## src/rtl/fir_xifu_issue_buf.sv

```systemverilog
// Issue buffer for the FIR extension unit: decodes XIF issue requests, answers the
// issue response, tracks a register scoreboard and queues accepted work for EX.
module fir_xifu_issue_buf #(
    parameter int         DEPTH    = 4,
    parameter int         ID_WIDTH = 4,
    parameter logic [6:0] OPCODE   = 7'h0B,
    parameter int         NREG     = 32
) (
    input  logic                     clk_i,
    input  logic                     rst_ni,
    input  logic                     issue_valid_i,
    output logic                     issue_ready_o,
    input  logic [31:0]              issue_instr_i,
    input  logic [31:0]              issue_rs0_i,
    input  logic [ID_WIDTH-1:0]      issue_id_i,
    output logic                     issue_accept_o,
    output logic                     issue_writeback_o,
    output logic                     issue_loadstore_o,
    output logic                     ex_valid_o,
    input  logic                     ex_ready_i,
    output logic [1:0]               ex_instr_o,
    output logic [31:0]              ex_base_o,
    output logic [31:0]              ex_offset_o,
    output logic [4:0]               ex_rs1_o,
    output logic [4:0]               ex_rs2_o,
    output logic [4:0]               ex_rd_o,
    output logic [ID_WIDTH-1:0]      ex_id_o,
    input  logic                     wb_valid_i,
    input  logic [4:0]               wb_rd_i,
    input  logic                     kill_i,
    output logic [$clog2(DEPTH):0]   count_o
);

    localparam int PTR_W = $clog2(DEPTH);
    localparam int CNT_W = PTR_W + 1;

    typedef enum logic [1:0] {
        CODE_INVALID = 2'd0,
        CODE_LW      = 2'd1,
        CODE_SW      = 2'd2,
        CODE_DOTP    = 2'd3
    } code_e;

    typedef struct packed {
        code_e               code;
        logic [31:0]         base;
        logic [31:0]         offset;
        logic [4:0]          rs1;
        logic [4:0]          rs2;
        logic [4:0]          rd;
        logic [ID_WIDTH-1:0] id;
    } entry_t;

    logic [PTR_W-1:0] wr_ptr_q, wr_ptr_d;
    logic [PTR_W-1:0] rd_ptr_q, rd_ptr_d;
    logic [CNT_W-1:0] count_q, count_d;
    logic [NREG-1:0]  busy_q, busy_d;
    entry_t           mem_q [DEPTH];

    code_e      code;
    logic [4:0] rd, rs1, rs2;
    logic       supported, hazard, full, ls_type, push, pop;
    entry_t     new_entry, head;

    assign rd  = issue_instr_i[11:7];
    assign rs1 = issue_instr_i[19:15];
    assign rs2 = issue_instr_i[24:20];

    always_comb begin
        // NOTE: every always_comb target gets a default first so no latch is inferred.
        code = CODE_INVALID;
        if (issue_instr_i[6:0] == OPCODE) begin
            case (issue_instr_i[14:12])
                3'd0:    code = CODE_LW;
                3'd1:    code = CODE_SW;
                3'd2:    code = CODE_DOTP;
                default: code = CODE_INVALID;
            endcase
        end
    end

    always_comb begin
        hazard = 1'b0;
        case (code)
            CODE_LW:   hazard = busy_q[rd];
            CODE_SW:   hazard = busy_q[rs2];
            CODE_DOTP: hazard = busy_q[rs1] | busy_q[rs2];
            default:   hazard = 1'b0;
        endcase
    end

    // Readiness looks only at registered occupancy and scoreboard, never at this cycle's pop or writeback.
    assign full              = (count_q == CNT_W'(DEPTH));
    assign supported         = (code != CODE_INVALID);
    assign ls_type           = (code == CODE_LW) || (code == CODE_SW);
    assign issue_ready_o     = !full && !kill_i && !(supported && hazard);
    assign issue_accept_o    = issue_valid_i && supported;
    assign issue_writeback_o = issue_valid_i && ls_type;
    assign issue_loadstore_o = issue_valid_i && ls_type;
    assign push              = issue_accept_o && issue_ready_o;
    assign pop               = ex_valid_o && ex_ready_i;

    always_comb begin
        new_entry      = '0;
        new_entry.code = code;
        new_entry.base = issue_rs0_i;
        new_entry.rs1  = rs1;
        new_entry.rs2  = rs2;
        new_entry.rd   = rd;
        new_entry.id   = issue_id_i;
        case (code)
            CODE_LW: new_entry.offset = {{20{issue_instr_i[31]}}, issue_instr_i[31:20]};
            CODE_SW: new_entry.offset = {{20{issue_instr_i[31]}}, issue_instr_i[31:25], issue_instr_i[11:7]};
            default: new_entry.offset = '0;
        endcase
    end

    always_comb begin
        wr_ptr_d = wr_ptr_q;
        rd_ptr_d = rd_ptr_q;
        count_d  = count_q;
        busy_d   = busy_q;
        if (kill_i) begin
            wr_ptr_d = '0;
            rd_ptr_d = '0;
            count_d  = '0;
            busy_d   = '0;
        end else begin
            if (push) wr_ptr_d = wr_ptr_q + PTR_W'(1);
            if (pop)  rd_ptr_d = rd_ptr_q + PTR_W'(1);
            case ({push, pop})
                2'b10:   count_d = count_q + CNT_W'(1);
                2'b01:   count_d = count_q - CNT_W'(1);
                default: count_d = count_q;
            endcase
            if (wb_valid_i && (int'(wb_rd_i) < NREG)) busy_d[wb_rd_i] = 1'b0;
            // A load claims its destination after any writeback clear in the same cycle.
            if (push && (code == CODE_LW)) busy_d[rd] = 1'b1;
        end
    end

    always_ff @(posedge clk_i or negedge rst_ni) begin
        // NOTE: state uses non-blocking assignments so every flop samples pre-edge values.
        if (!rst_ni) begin
            wr_ptr_q <= '0;
            rd_ptr_q <= '0;
            count_q  <= '0;
            busy_q   <= '0;
        end else begin
            wr_ptr_q <= wr_ptr_d;
            rd_ptr_q <= rd_ptr_d;
            count_q  <= count_d;
            busy_q   <= busy_d;
        end
    end

    // NOTE: entry storage is not reset; the head is masked while empty so stale data never escapes.
    always_ff @(posedge clk_i) begin
        if (push) mem_q[wr_ptr_q] <= new_entry;
    end

    assign ex_valid_o  = (count_q != '0);
    assign head        = ex_valid_o ? mem_q[rd_ptr_q] : '0;
    assign ex_instr_o  = head.code;
    assign ex_base_o   = head.base;
    assign ex_offset_o = head.offset;
    assign ex_rs1_o    = head.rs1;
    assign ex_rs2_o    = head.rs2;
    assign ex_rd_o     = head.rd;
    assign ex_id_o     = head.id;
    assign count_o     = count_q;

endmodule

```

## config.mk

```make
export PLATFORM = sky130hd
export DESIGN_NAME = fir_xifu_issue_buf
export DESIGN_NICKNAME = d
export VERILOG_FILES = /design/src/rtl/fir_xifu_issue_buf.sv
export SDC_FILE = /design/constraint.sdc
export NUM_CORES = 1
export LEC_CHECK = 0
export CORE_UTILIZATION = 55
export DETAILED_ROUTE_END_ITERATION = 16
export PLACE_DENSITY = 0.82
export SETUP_SLACK_MARGIN = 0.2
export SLEW_MARGIN = 10
export SYNTH_ARGS = -nofsm -noshare
export SYNTH_HDL_FRONTEND = slang
export SYNTH_SLANG_ARGS = --single-unit
```

## constraint.sdc

```tcl
create_clock -name clk_i -period 5.05 [get_ports clk_i]
set_input_delay 1.515 -clock clk_i [delete_from_list [all_inputs] [get_ports clk_i]]
set_output_delay 1.515 -clock clk_i [all_outputs]
set_load 0.1 [all_outputs]
```

Word level (Yosys, flattened, before mapping) --
Memory sizes are Yosys's and may differ from the RTL's. Cells that the tools add are included.
Storage, ports and cells: register bits after elaboration 39, input port bits 79, logic and storage cells 75, memory bits (writable) 340, output and inout bits 93, memories 1
Memories:
- mem_q | words 4, bits a word 85, read ports 1, clocked after Yosys merged registers in 0, wr ports 1, line 58 | entry_t mem_q [DEPTH];
Cells by class: magnitude comparators 6, reductions and logical operators 20, multiplexer cells 27, add/subtract/negate cells 4, equal/unequal tests 9, bitwise operators 4
Operators with widths (count):
- $mux W32 | 4
- $mux W85 | 1
- $pmux W32 S2 | 1
- $and A32 B32 Y32 | 1
- $not A32 Y32 | 1
- $or A32 B32 Y32 | 1
- $lt A5 B6 Y1 const B | 4
- $bmux W1 S5 | 3
- $demux W1 S5 | 2
- $ge A5 B1 Y1 const B | 2
- $logic_and A1 B1 Y1 | 10
- $mux W2 | 5
- $eq A7 B4 Y1 const B | 1
- $mux W1 | 7
- $eq A2 B2 Y1 const B | 3
- $pmux W2 S3 | 1
- $pmux W3 S2 | 1
- $reduce_bool A2 Y1 | 3
- $reduce_bool A3 Y1 | 2
- $add A2 B1 Y2 const B | 2
- $eq A2 B1 Y1 const B | 2
- $add A3 B1 Y3 const B | 1
- $eq A3 B1 Y1 const B | 1
- $eq A3 B2 Y1 const B | 1
- 8 further kinds | 10

Logic depth before layout (Yosys ltp) --
depth after elaboration 12, mapped depth 16

Least setup slack after synthesis --
No wires, ideal clock.
path kind input to register, from in issue_instr_i[5], to mem mem_q[0][0] in the netlist's numbering, enable pin, data required time 4620 ps, arrival time 6282 ps, stages on the path 10, library setup time 430 ps, path slack -1662 ps, buffers on the path 2, cells stage by stage nor4b_1 -> nand2_1 -> or2_2 -> ha_1 -> nor2b_1 -> nand2_1 -> a211oi_4 -> buf_4 -> buf_4 -> and2_1
Between the ends: elaborated cells on any way between the ends 14, those cells by class eq/ne: 4; mux: 4; reduce/logical: 6
RTL lines:
- start, declared | line 13 | input logic [31:0] issue_instr_i,
- $eq A7 B4 Y1 | line 72 | if (issue_instr_i[6:0] == OPCODE) begin
- $mux W2 | line 72
- $reduce_bool A2 Y1 | line 94 | assign supported = (code != CODE_INVALID);
- $logic_and A1 B1 Y1 | line 97 | assign issue_accept_o = issue_valid_i && supported;
- via issue_accept_o | line 16 | output logic issue_accept_o,
- $logic_and A1 B1 Y1 | line 100 | assign push = issue_accept_o && issue_ready_o;
- $mux W1 | line 159 | if (push) mem_q[wr_ptr_q] <= new_entry;
- $mux W1 (implied by the code) | line 159
- end, declared | line 58
The timed path passes the listed nets, and every way through them passes these cells.

Final worst setup path --
from in issue_instr_i[13], to out issue_ready_o
Between the ends: longest elaborated chain between the ends 8, elaborated cells on any way between the ends 13, those cells by class eq/ne: 5; mux: 3; reduce/logical: 5
RTL lines:
- $eq A3 B2 Y1, or another cell as far along | line 73 | case (issue_instr_i[14:12])
- $pmux W2 S3 * | line 73
- $mux W2 * | line 72
- $eq A2 B2 Y1 / $eq A2 B1 Y1 (equally long branches) | line 84 | case (code)
- $pmux W1 S3 | line 84
- $logic_and A1 B1 Y1 * | line 96 | assign issue_ready_o = !full && !kill_i && !(supported && hazard);
- $logic_not A1 Y1 * | line 96
- $logic_and A1 B1 Y1 * | line 96
- end, declared | line 12 | output logic issue_ready_o,
Mark *: on every way between the ends. The rest lies on a longest branch, timed or not.

==> results.tsv <==
stage	metric	value	unit
synth	register bit total from synthesis	299	
clock_tree	CTS tree	yes	
route	Routed Antenna Nets	0	
critical_path	slowest stage delay, CP	500	ps
floorplan	row cnt	55	
route	initial DRC count	780	
floorplan	die width	155.3	um
floorplan	Initial Util	56.58	%
hold_path	hold wc startpoint	wr_ptr_q[1]	
critical_path	Worst EP arrival	3580	ps
synth	post-synthesis sequential area ratio	67.95	%
critical_path	worst reg-to-reg path cell count	12	
critical_path	CP Class	in2out	
global_routing	Overflow after GRT	0	
global_routing	antenna violations before repair	3	
synth	Post-Synthesis Cells	747	
critical_path	Reg2Reg Launch Point	busy_q[12]	
sta	Final Skew	16.63	ps
sta	hold slack final	604.0	ps
sta	Final Hold Viols	0	
sta	fin. max-slew vios	0	
cells_and_area	most common cell after layout, fill and taps aside	edfxtp_1	
cells_and_area	nets@finish	1053	
global_routing	Tot GR Track Use	26.02	%
global_routing	number of global-route vias before repair	7870	
pwr	Worst VDD drop	0.1676	mV
critical_path	CP Cell Sequence	clkdlybuf4s50_1 > xor2_2 > nand3_2 > buf_4 > ha_4 > o41ai_2 > a311oi_1 > a32o_2 > a21oi_2 > o21a_4 > buf_12	
flow_run	max-cap viol count	0	
place	HPWL after detailed placement	19.56	mm
critical_path	CP top delay family	buffers and inverters	
clock_tree	Clock Latency Late Sink	540	ps
route	Routed WL per cell	23.57	um
synth	mapped cell area	12930	um^2
route	vias	7790	
cells_and_area	most frequent cells in the layout	edfxtp_1 (260), buf_4 (141), mux4_2 (89)	
sta	Tcrit/Tclk final	100.9	%
place	Port Buffer Count	171	
clock_tree	CTS H-tree depth	1	
route	via density per instance	6.011	
synth	Avg Cell Area, Syn	17.30	um^2
place	routability cong.	0.9355	
critical_path	CP required	3540	ps
clock_tree	hold buffers post-CTS	0	
global_routing	pin count of the biggest net entering global routing	62	
clock_tree	maximum clock path buffer count	3	
critical_path	crit end category	output port	
floorplan	# IOs	172	
sta	PnR worst setup slack	-44.13	ps
clock_tree	cts bufs inserted	29	
place	Area after DPL	15310	um^2
route	detailed-route DRC error count	0	
pwr	leak pwr	5.687	nW
route	Routed WL	30.54	mm
floorplan	CORE AREA	22850	um^2
clock_tree	clock sinks	299	
place	worst slack, placed	-430.3	ps
critical_path	CP Buf/Inv Count	3	
cells_and_area	proportion of layout cells with a drive suffix above 1	33.74	%
clock_tree	CTS clk-pin slew, worst paths	60	ps
outcome	status	finished with violations	
critical_path	CP startpoint	issue_instr_i[13]	
floorplan	Die H	155.3	um
global_routing	first-pass GRT wire length	46.53	mm
sta	Final setup violation count	1	
outcome	failing checks	negative setup slack	
critical_path	slowest CP cell	clkdlybuf4s50_1	
sta	normalized max-slew margin	34.66	%
route	drt first pass iters	5	
sta	post-route setup TNS	-44.13	ps
synth	Syn Nets	835	
hold_path	Worst Hold Depth	2	
cells_and_area	register area	8788	um^2
hold_path	WHS Endpoint	wr_ptr_q[1]	
hold_path	min-delay worst type	reg2reg	
sta	f_max	0.1963	GHz
sta	RSZ-0062 raised after global routing	true	
critical_path	Critical Path Start Type	input pin	
sta	Slew @ Worst Pin	977.0	ps
floorplan	Die ar.	24120	um^2
cells_and_area	Fillers	1385	
pwr	power per cell area	343.9	nW/um^2
synth	Synth cell types	42	
sta	fin crit period	5094	ps
critical_path	r2r endpoint	count_o[2]	
cells_and_area	P&R area growth vs syn	26.65	%
cells_and_area	Final Instance Area	16370	um^2
clock_tree	Clock Tree Root	clkbuf_16	
critical_path	CP Max Fanout	3	
cells_and_area	area of the multi-input gates	3925	um^2
critical_path	Worst R2R Setup Slack	1400	ps
synth	Synth warnings	0	
layer usage:
metal,global-route usage (%),routed length [um]
met2,43.16,15240
met1,35.09,11730
met4,9.104,955
met3,4.680,2599
met5,0,12
worst min-delay path: cells and delay by family (launching register included):
| family | cells | cell delay [ps] |
|---|---|---|
| muxes | 1 | 90 |
| and+or+nand+nor | 1 | 80 |
| DFF | 1 | 400 |
sequential cells by signal (all words and copies together), names as in the netlist:
| name | count |
|---|---|
| rd_ptr_q | 2 |
| mem_q | 260 |
| busy_q | 32 |
| count_o | 3 |
| wr_ptr_q | 2 |
how the worst max path moves through the flow:
stage | to | slack [ps] | cells past startpoint
after floorplan | issue_ready_o | 170 | 7
after global placement | issue_ready_o | -400 | 9
after detailed placement | issue_ready_o | -430 | 9
after CTS | issue_ready_o | -20 | 13
after global routing | issue_ready_o | -70 | 11
final | issue_ready_o | -40 | 11
timing repair:
action	in CTS	in global routing
gates resized for setup	54	10
endpoints found under the setup margin	4	1
pin swaps	11	12
buffers inserted	4	3
cell usage after synthesis:
master	n	area (um^2)
edfxtp_1	260	7807
mux4_2	89	2004
and2_1	77	481.7
dfrtp_1	39	975.9
nand3_1	36	180.2
a21oi_1	34	170.2
o21ai_0	34	170.2
clkbuf_1	27	101.4
buf_4	23	172.7
nor2_1	23	86.33
mux2i_1	11	110.1
nand2_1	10	37.54
nor2b_1	9	56.30
buf_1	8	30.03
ha_1	8	100.1
inv_1	7	26.28
a22oi_1	5	37.54
and3_1	5	31.28
nand3b_1	5	37.54
buf_2	4	20.02
xor2_1	4	35.03
nor3_1	3	15.01
a221oi_1	2	17.52
mux2_1	2	22.52
nand2b_1	2	12.51
nor3b_1	2	15.01
or3_1	2	12.51
or3b_2	2	17.52
a211o_1	1	8.760
a211oi_4	1	20.02
a311oi_1	1	8.760
a31o_1	1	8.760
a31oi_1	1	6.260
a32o_1	1	10.01
fa_1	1	20.02
nand4b_1	1	8.760
nor4b_1	1	8.760
nor4bb_1	1	10.01
o21a_1	1	7.510
o41ai_1	1	8.760
or2_2	1	6.260
xnor2_1	1	8.760
where the power goes:
part / leakage [nW] / internal, mW / switching [mW]
logic: 2.40 / 0.218 / 0.615
clock network: 0.462 / 1.26 / 0.852
registers: 2.83 / 2.68 / 0.00538
total: 5.69 / 4.16 / 1.47
cells by family after synthesis:
logic type / synth area share, %
DFF: 67.95
and+or+nand+nor: 7.869
muxes: 16.53
AOI/OAI and AO/OA: 3.669
buffers and inverters: 2.710
adders and majority gates: 0.9293
xor gates and xnor gates: 0.3388
layout make-up:
class / instances / area share, %
Antenna cell: 2 / 0.03057
Clock buffer: 43 / 5.449
Clock inverter: 4 / 0.2904
Inverter: 7 / 0.1758
Multi-Input combinational cell: 379 / 23.98
Sequential cell: 299 / 53.68
Tap cell: 313 / 2.392
Timing Repair Buffer: 249 / 14.00
per-stage QoR:
step	total power [mW]	std cells	util [%]
global route	5.778	1295	71.64
global placement	3.556	1240	67.00
detailed placement	3.565	1240	67.00
finish	5.629	1296	71.65
CTS	5.661	1291	71.55
floorplan	3.340	747	-
(Power assumes the default switching activity.)
